File: config.mk
export PLATFORM = sky130hd
export DESIGN_NAME = counter_op_scheduler
export DESIGN_NICKNAME = d
export VERILOG_FILES = /design/src/rtl/counter_op_scheduler.sv
export SDC_FILE = /design/constraint.sdc
export NUM_CORES = 1
export LEC_CHECK = 0
export BUFFER_PORTS_ARGS = -buffer_cell sky130_fd_sc_hd__buf_2
export CAP_MARGIN = 20
export CORE_MARGIN = 2
export CORE_UTILIZATION = 30
export DETAILED_ROUTE_END_ITERATION = 8
export PLACE_DENSITY_LB_ADDON = 0.12
export SYNTH_ARGS = -nofsm -noshare
export SYNTH_HDL_FRONTEND = slang
export SYNTH_SLANG_ARGS = --single-unit
File: constraint.sdc
create_clock -name CLK -period 2.5 [get_ports CLK]
set_input_delay 0.375 -clock CLK [delete_from_list [all_inputs] [get_ports CLK]]
set_output_delay 0.375 -clock CLK [all_outputs]
set_load 0.02 [all_outputs]
File: src/rtl/counter_op_scheduler.sv
// Round-robin scheduler that shares the BCD counter datapath between two requesters.
// Each grant becomes a burst of identical ops issued one per clock on cnt_en/cnt_op.
module counter_op_scheduler #(
  parameter int REP_W = 3
) (
  input  logic               CLK,
  input  logic               reset,
  input  logic [1:0]         req_valid,
  input  logic [3:0]         req_op,
  input  logic [2*REP_W-1:0] req_rep,
  output logic [1:0]         req_ready,
  output logic               cnt_en,
  output logic [1:0]         cnt_op,
  output logic               grant_id,
  output logic               busy
);

  typedef enum logic [1:0] {IDLE, ISSUE, GAP} state_t;

  state_t           state_q, state_d;
  logic [REP_W-1:0] remaining_q, remaining_d;
  logic [1:0]       op_q, op_d;
  logic             last_grant_q, last_grant_d;
  logic             grant_id_q, grant_id_d;
  logic [1:0]       req_ready_q, req_ready_d;
  logic             cnt_en_q, cnt_en_d;
  logic [1:0]       cnt_op_q, cnt_op_d;
  logic             busy_q, busy_d;
  logic             gnt;
  logic [REP_W-1:0] rep_sel;

  always_comb begin
    state_d      = state_q;
    remaining_d  = remaining_q;
    op_d         = op_q;
    last_grant_d = last_grant_q;
    grant_id_d   = grant_id_q;
    req_ready_d  = 2'b00;
    cnt_en_d     = 1'b0;
    cnt_op_d     = 2'b00;
    // Both pending: the requester not served last time wins.
    gnt          = (req_valid == 2'b11) ? ~last_grant_q : req_valid[1];
    rep_sel      = gnt ? req_rep[2*REP_W-1:REP_W] : req_rep[REP_W-1:0];

    case (state_q)
      IDLE: begin
        if (req_valid != 2'b00) begin
          op_d         = gnt ? req_op[3:2] : req_op[1:0];
          remaining_d  = (rep_sel == '0) ? REP_W'(1) : rep_sel;
          grant_id_d   = gnt;
          last_grant_d = gnt;
          req_ready_d  = gnt ? 2'b10 : 2'b01;
          state_d      = ISSUE;
        end
      end
      ISSUE: begin
        // A requester that dropped valid before its ready pulse completed has withdrawn.
        if ((req_ready_q != 2'b00) && !req_valid[grant_id_q]) begin
          state_d = IDLE;
        end else begin
          cnt_en_d    = 1'b1;
          cnt_op_d    = op_q;
          remaining_d = remaining_q - REP_W'(1);
          if (remaining_q == REP_W'(1)) begin
            state_d = GAP;
          end
        end
      end
      GAP: begin
        state_d = IDLE;
      end
      default: begin
        state_d = IDLE;
      end
    endcase

    busy_d = (state_d != IDLE);
  end

  always_ff @(posedge CLK or posedge reset) begin
    if (reset) begin
      state_q      <= IDLE;
      remaining_q  <= '0;
      op_q         <= 2'b00;
      last_grant_q <= 1'b1;
      grant_id_q   <= 1'b0;
      req_ready_q  <= 2'b00;
      cnt_en_q     <= 1'b0;
      cnt_op_q     <= 2'b00;
      busy_q       <= 1'b0;
    end else begin
      state_q      <= state_d;
      remaining_q  <= remaining_d;
      op_q         <= op_d;
      last_grant_q <= last_grant_d;
      grant_id_q   <= grant_id_d;
      req_ready_q  <= req_ready_d;
      cnt_en_q     <= cnt_en_d;
      cnt_op_q     <= cnt_op_d;
      busy_q       <= busy_d;
    end
  end

  assign req_ready = req_ready_q;
  assign cnt_en    = cnt_en_q;
  assign cnt_op    = cnt_op_q;
  assign grant_id  = grant_id_q;
  assign busy      = busy_q;

endmodule

==> impl_metrics.py, run 1 <==
metrics = {
    "timing": {
        "setup_viol": 0,
        "post-route-period-util": 0.6052,
        "drv_slew": 0,
        "relSlewSlack": 0.4429,
        "rsz0062_at_grt": "false",
        "report.final.hold_viol_count": 0,
        "clock_skew_ns": 0.002574,
        "fmax_mhz": 661.0,
        "setup_tns_ns": 0,
        "period_needed_ns": 1.513,
        "worst_hold_slack_ns": 0.1353,
        "worstMarginPinSlew_ns": 0.8269,
    },
    "place": {
        "portBuffers": 20,
        "gp_congestion": 0.7388,
        "dp.final_hpwl_mm": 1.081,
        "dpl.cell_count": 112,
    },
    "logic_synthesis": {
        "seq_area_frac_synth": 0.5181,
        "ys_ff_latch": 15,
        "synth_top_cells_by_count": "dfrtp_1 (14), nor2_1 (7), o21ai_0 (5), inv_1 (4)",
        "netlist_top_cells_area": "dfrtp_1 (48%), mux2i_1 (4.1%), dfstp_2 (3.6%), nor2_1 (3.6%), ha_1 (3.4%)",
        "syn_inst": 64,
        "synth_compound_area_frac": 0.1446,
        "synth_top_cell_area_share": 0.4819,
        "synth-xor-area-share": 0,
        "yosys_warnings": 0,
        "syn_area_um2": 726.9,
        "yosysMostFrequentCell": "dfrtp_1",
        "synthesis.nets": 80,
        "yosysTopAreaCell": "dfrtp_1",
        "async_flop_share": 1.000,
        "postSynthAreaPerCell_um2": 11.36,
        "synth-simple-area-share": 0.1790,
        "synthAdderAreaFrac": 0.03442,
        "synth_flop_cell": "dfrtp_1",
        "synth_top_family_by_area": "simple AND/OR/NAND/NOR gates",
        "synth_cell_type_count": 29,
        "synth_edf_count": 0,
        "synth_mux_area_frac": 0.09294,
    },
    "clock_tree": {
        "cts_tree": "done",
        "cts-hold-fix-buffers": 0,
        "cts_root_buffer": "clkbuf_4",
        "clkTransAtPathRegs_ns": 0.08,
        "clock_path_buffers": 2,
        "cts_sinks": 15,
        "clk_latency_ns": 0.28,
        "postCtsSetupRepairBufs": 0,
        "post_cts_resized": 0,
        "htreeDepth": 1,
        "cts_made_buffers": 3,
    },
    "power": {
        "clkPwrFrac": 0.127,
        "p_leak_nw": 0.4648,
        "peakVddDrop_v": 0.0005609,
        "p_sw_frac": 0.3919,
        "p_comb_frac": 0.480,
        "internal_power_w": 0.0006438,
        "pwr_density_cell_nw_per_um2": 1192,
        "seq_power_share": 0.392,
        "power.total_w": 0.001059,
        "p_sw_w": 0.0004149,
    },
    "critical_path": {
        "cp_cell_sequence": "nor2_1 -> o21ai_0 -> and3_2 -> a211o_1",
        "crit_fanout": 6,
        "startpoint": "state_q[1]$_DFF_PP0_",
        "max_stage_delay_ns": 0.42,
        "r2r-start": "state_q[1]$_DFF_PP0_",
        "critPathLaunchType": "flop",
        "worst_path_dominant_cell_family": "compound AO/OA/AOI/OAI gates",
        "worstPathRequired_ns": 2.67,
        "crit_arrival_ns": 1.69,
        "crit_type": "reg -> reg",
        "worst_setup_path_end_kind": "flop",
        "worst-path-buf-inv": 0,
        "crit_slowest_cell": "dfrtp_1",
    },
    "final_layout": {
        "ff_latch_area_um2": 376.6,
        "area_growth_pct": 22.20,
        "layout.nets": 105,
        "multi_input_area_um2": 327.8,
        "diodes": 0,
        "fillers": 249,
        "layout-drive-gt1-share": 0.3864,
        "stdcell_count": 116,
    },
    "route": {
        "drt_iter0_drc": 1,
        "wl_per_cell_um": 11.42,
        "vias_per_cell": 4.655,
        "routed_wl_mm": 1.325,
        "route.detailed.drc": 0,
        "antenna_left": 0,
        "first_pass_iters": 2,
        "vias": 540,
    },
    "floorplanning": {
        "die_h_um": 53.23,
        "initial_core_util": 0.3224,
        "dieArea_um2": 2833,
        "ios": 21,
        "core_um2": 2255,
        "die_x_um": 53.23,
        "rows": 17,
    },
    "min_path": {
        "worstHoldPathType": "in -> async",
    },
    "global_routing": {
        "grt_use_total": 0.1098,
        "overflow": 0,
        "grt_pass1_wl_mm": 2.208,
        "grt_max_degree": 16,
        "grt_pass1_vias": 500,
        "antenna_found_initial": 0,
    },
    "run": {
        "cap_violations": 0,
    },
    "run_status": {
        "status": "complete, no violations",
    },
}
[per-layer routing]
metal	vias up	GRT usage	routed length (um)
li1	266	-	-
met1	256	0.1301	586
met2	18	0.1790	638
met3	0	0.05932	100
met4	0	0.01282	0
met5	-	0	0
[path summary, 6_finish.rpt]
kind | cells past startpoint | slack [ns] | endpoint
max | 4 | 0.99 | remaining_q[0]$_DFFE_PP0P_
min | 2 | 0.14 | remaining_q[1]$_DFFE_PP0P_
max reg2reg | 4 | 0.99 | remaining_q[0]$_DFFE_PP0P_
min reg2reg | 2 | 0.48 | op_q[1]$_DFFE_PP0P_
max in group asynchronous | 2 | 1.99 | cnt_en$_DFF_PP0_
min in group CLK | 3 | 0.39 | op_q[0]$_DFFE_PP0P_
[power groups by stage]
stage                     sequential [W]  clock, W  combinational [W]
after CTS                       0.000417  0.000140           0.000519
after global routing            0.000431  0.000155           0.000579
after global placement          0.000421         0           0.000512
after floorplan                 0.000477         0           0.000329
after detailed placement        0.000421         0           0.000519
final                           0.000415  0.000135           0.000508
[flip-flops by register name, summed over array words and instances (netlist names)]
register,flops
req_ready,2
busy,1
grant_id,1
op_q,2
remaining_q,3
last_grant_q,1
cnt_en,1
cnt_op,2
state_q,2
[cell usage in the layout (no fill, tap or decap), types with 2 or more instances in the layout]
| cell type | netlist | final |
|---|---|---|
| buf_2 | 0 | 20 |
| dfrtp_1 | 14 | 14 |
| nor2_1 | 7 | 7 |
| o21ai_0 | 5 | 5 |
| inv_1 | 4 | 4 |
| and2_1 | 3 | 3 |
| mux2i_1 | 3 | 3 |
| nand2_1 | 3 | 3 |
| clkbuf_4 | 0 | 3 |
| a21o_1 | 2 | 2 |
| mux2_2 | 2 | 2 |
| ha_1 | 2 | 2 |
[cell families (layout without fill, tap and decap cells)]
| kind of cell | after synthesis | after routing |
|---|---|---|
| flip-flops | 15 | 15 |
| multiplexers | 6 | 6 |
| AO/OA/AOI/OAI | 13 | 13 |
| adder cells (fa/ha/maj) | 2 | 2 |
| AND/OR/NAND/NOR | 23 | 23 |
| buffers and inverters | 5 | 29 |
[worst register-to-register path, cell delays in order, from the launching register on]
cell	delay, ns
dfrtp_1	0.42
nor2_1	0.13
o21ai_0	0.32
and3_2	0.33
a211o_1	0.21
[layout make-up]
| class | instances | area share |
|---|---|---|
| well taps | 28 | 0.03944 |
| repair buffers | 21 | 0.1211 |
| clock buffers | 4 | 0.02958 |
| inverters | 4 | 0.01690 |
| flip-flops and latches | 15 | 0.4239 |
| multi-input cells | 44 | 0.3690 |
[per-stage QoR]
step / setup slack [ns] / instance area (um^2) / util
6_report: 0.9871 / 888.4 / 0.3940
5_1_grt: 0.9143 / 888.4 / 0.3940
4_1_cts: 0.9731 / 888.4 / 0.3940
3_5_place_dp: 0.7533 / 862.1 / 0.3824
3_3_place_gp: 0.8679 / 862.1 / 0.3824
2_1_floorplan: 1.048 / 726.9 / -
(Power assumes the default switching activity.)
==> run 2, diff against run 1 <==
==> constraint.sdc (replaced) <==
create_clock -name CLK -period 1.38 [get_ports CLK]
set_input_delay 0.207 -clock CLK [delete_from_list [all_inputs] [get_ports CLK]]
set_output_delay 0.207 -clock CLK [all_outputs]
set_load 0.02 [all_outputs]
==> impl_metrics.py, run 2 (synthesized netlist as in run 1, its figures left out) <==
metrics = {
    "min_path": {
        "holdPathEnd": "op_q[1]$_DFFE_PP0P_",
        "worstHoldPathType": "in -> reg",
        "worstHoldStart": "req_op[1]",
        "hold_path_depth": 3,
    },
    "final_layout": {
        "largest_reg_flops": 3,
        "area_growth_pct": 28.57,
        "fin_util": 0.4145,
        "regMostFlops": "remaining_q",
        "layout-drive-gt1-share": 0.4409,
        "mostFrequentLayoutCells": "buf_2 (20), dfrtp_1 (13), nor2_1 (7)",
        "final_common_cell": "buf_2",
        "diodes": 0,
        "layout.nets": 110,
        "final_area_um2": 934.6,
    },
    "route": {
        "antenna_left": 0,
        "route.detailed.drc": 0,
        "vias_per_cell": 4.471,
        "first_pass_iters": 2,
        "drt_iter0_drc": 3,
        "vias": 541,
        "wl_per_cell_um": 11.66,
        "routed_wl_mm": 1.411,
    },
    "timing": {
        "report.final.hold_viol_count": 0,
        "rsz0062_at_grt": "true",
        "drv_slew": 0,
        "period_needed_ns": 1.362,
        "clock_skew_ns": 0.005390,
        "fmax_mhz": 734.4,
        "relSlewSlack": 0.6134,
        "post-route-period-util": 0.9867,
        "worstMarginPinSlew_ns": 0.5793,
        "setup_tns_ns": 0,
        "setup_viol": 0,
    },
    "place": {
        "dp.final_hpwl_mm": 1.077,
        "place_area_um2": 893.4,
        "gp_congestion": 0.7017,
        "portBuffers": 20,
    },
    "critical_path": {
        "worstPathRequired_ns": 1.56,
        "reg2reg_to": "state_q[1]$_DFF_PP0_",
        "crit_fanout": 4,
        "r2r-start": "grant_id$_DFFE_PP0P_",
        "crit_arrival_ns": 1.55,
        "worst_setup_path_end_kind": "flop",
        "r2r_setup_slack_ns": 0.02,
        "reg2reg_depth": 4,
        "critPathLaunchType": "flop",
        "crit_type": "reg -> reg",
    },
    "power": {
        "pwr_density_cell_nw_per_um2": 2164,
        "peakVddDrop_v": 0.001021,
        "p_leak_nw": 0.4906,
    },
    "run_status": {
        "status": "complete, no violations",
    },
    "global_routing": {
        "grt_pass1_wl_mm": 2.297,
        "grt_use_total": 0.1182,
        "antenna_found_initial": 0,
        "grt_pass1_vias": 535,
        "grt_max_degree": 16,
        "overflow": 0,
    },
    "clock_tree": {
        "cts_tree": "done",
        "htreeDepth": 1,
        "postCtsSetupRepairBufs": 0,
        "clk_latency_ns": 0.28,
        "cts_root_buffer": "clkbuf_4",
        "cts_sinks": 15,
        "clock_path_buffers": 2,
        "cts_made_buffers": 3,
        "clkTransAtPathRegs_ns": 0.09,
    },
    "floorplanning": {
        "core_um2": 2255,
        "dieArea_um2": 2833,
        "rows": 17,
        "ios": 21,
        "die_h_um": 53.23,
        "die_x_um": 53.23,
        "initial_core_util": 0.3224,
    },
    "run": {
        "cap_violations": 0,
    },
}
==> run 2: layer usage <==
| metal | part of all wire | wire length, um | global-route usage | vias to the layer above |
|---|---|---|---|---|
| li1 | - | - | - | 277 |
| met1 | 0.45 | 629 | 0.1340 | 249 |
| met2 | 0.49 | 690 | 0.1872 | 13 |
| met3 | 0.052 | 74 | 0.05085 | 2 |
| met4 | 0.012 | 17 | 0.05983 | 0 |
| met5 | 0 | 0 | 0 | - |
==> run 2: report_power, final <==
part | leakage, nW | internal, W | switching, W | total (W)
Sequential | 0.181 | 0.000654 | 0.000105 | 0.000759
Combinational | 0.292 | 0.000476 | 0.000537 | 0.00101
Clock | 0.0177 | 0.000108 | 0.000143 | 0.000251
==> run 2: layout make-up <==
cell class,instances,area (um^2)
Inverter,4,15.01
Clock inverter,1,5.005
Sequential cell,15,377.9
Tap cell,28,35.03
Multi-Input combinational cell,44,331.6
Fill cell,238,1320
Clock buffer,3,22.52
Timing Repair Buffer,26,147.6
==> run 2: critical path, stage by stage (launching register included) <==
cell and delay (ns):
dfrtp_2 0.43, mux2_4 0.31, o21ai_4 0.18, buf_4 0.15, and2b_2 0.20
==> run 2: timing repair <==
item | CTS | global route
resized for setup | 0 | 3
hold endpoints to repair | 14 | 0
endpoints found under the setup margin | 0 | 6
hold buffers | 1 | 0
==> run 2: worst max-delay path by stage <==
stage                         startpoint                         end  slack (ns)  cells past startpoint
finish              grant_id$_DFFE_PP0P_        state_q[1]$_DFF_PP0_        0.02                      4
global route        grant_id$_DFFE_PP0P_         cnt_op[0]$_DFF_PP0_       -0.04                      5
CTS                 grant_id$_DFFE_PP0P_        state_q[1]$_DFF_PP0_       0.009                      4
detailed placement          req_valid[0]  remaining_q[0]$_DFFE_PP0P_       0.003                      5
global placement    grant_id$_DFFE_PP0P_         cnt_op[1]$_DFF_PP0_        0.02                      5
floorplan           grant_id$_DFFE_PP0P_  remaining_q[0]$_DFFE_PP0P_       -0.01                      4
==> run 2: through the flow <==
step / total power (W) / hold WS (ns) / cells / setup WS, ns
after global placement: 0.001787 / 0.2860 / 116 / 0.02165
after floorplan: 0.001463 / 0.1077 / 64 / -0.01086
final: 0.002023 / 0.2082 / 121 / 0.01833
after CTS: 0.002040 / 0.2093 / 121 / 0.009336
after global routing: 0.002206 / 0.2263 / 121 / -0.03749
after detailed placement: 0.001778 / 0.2958 / 116 / 0.002878
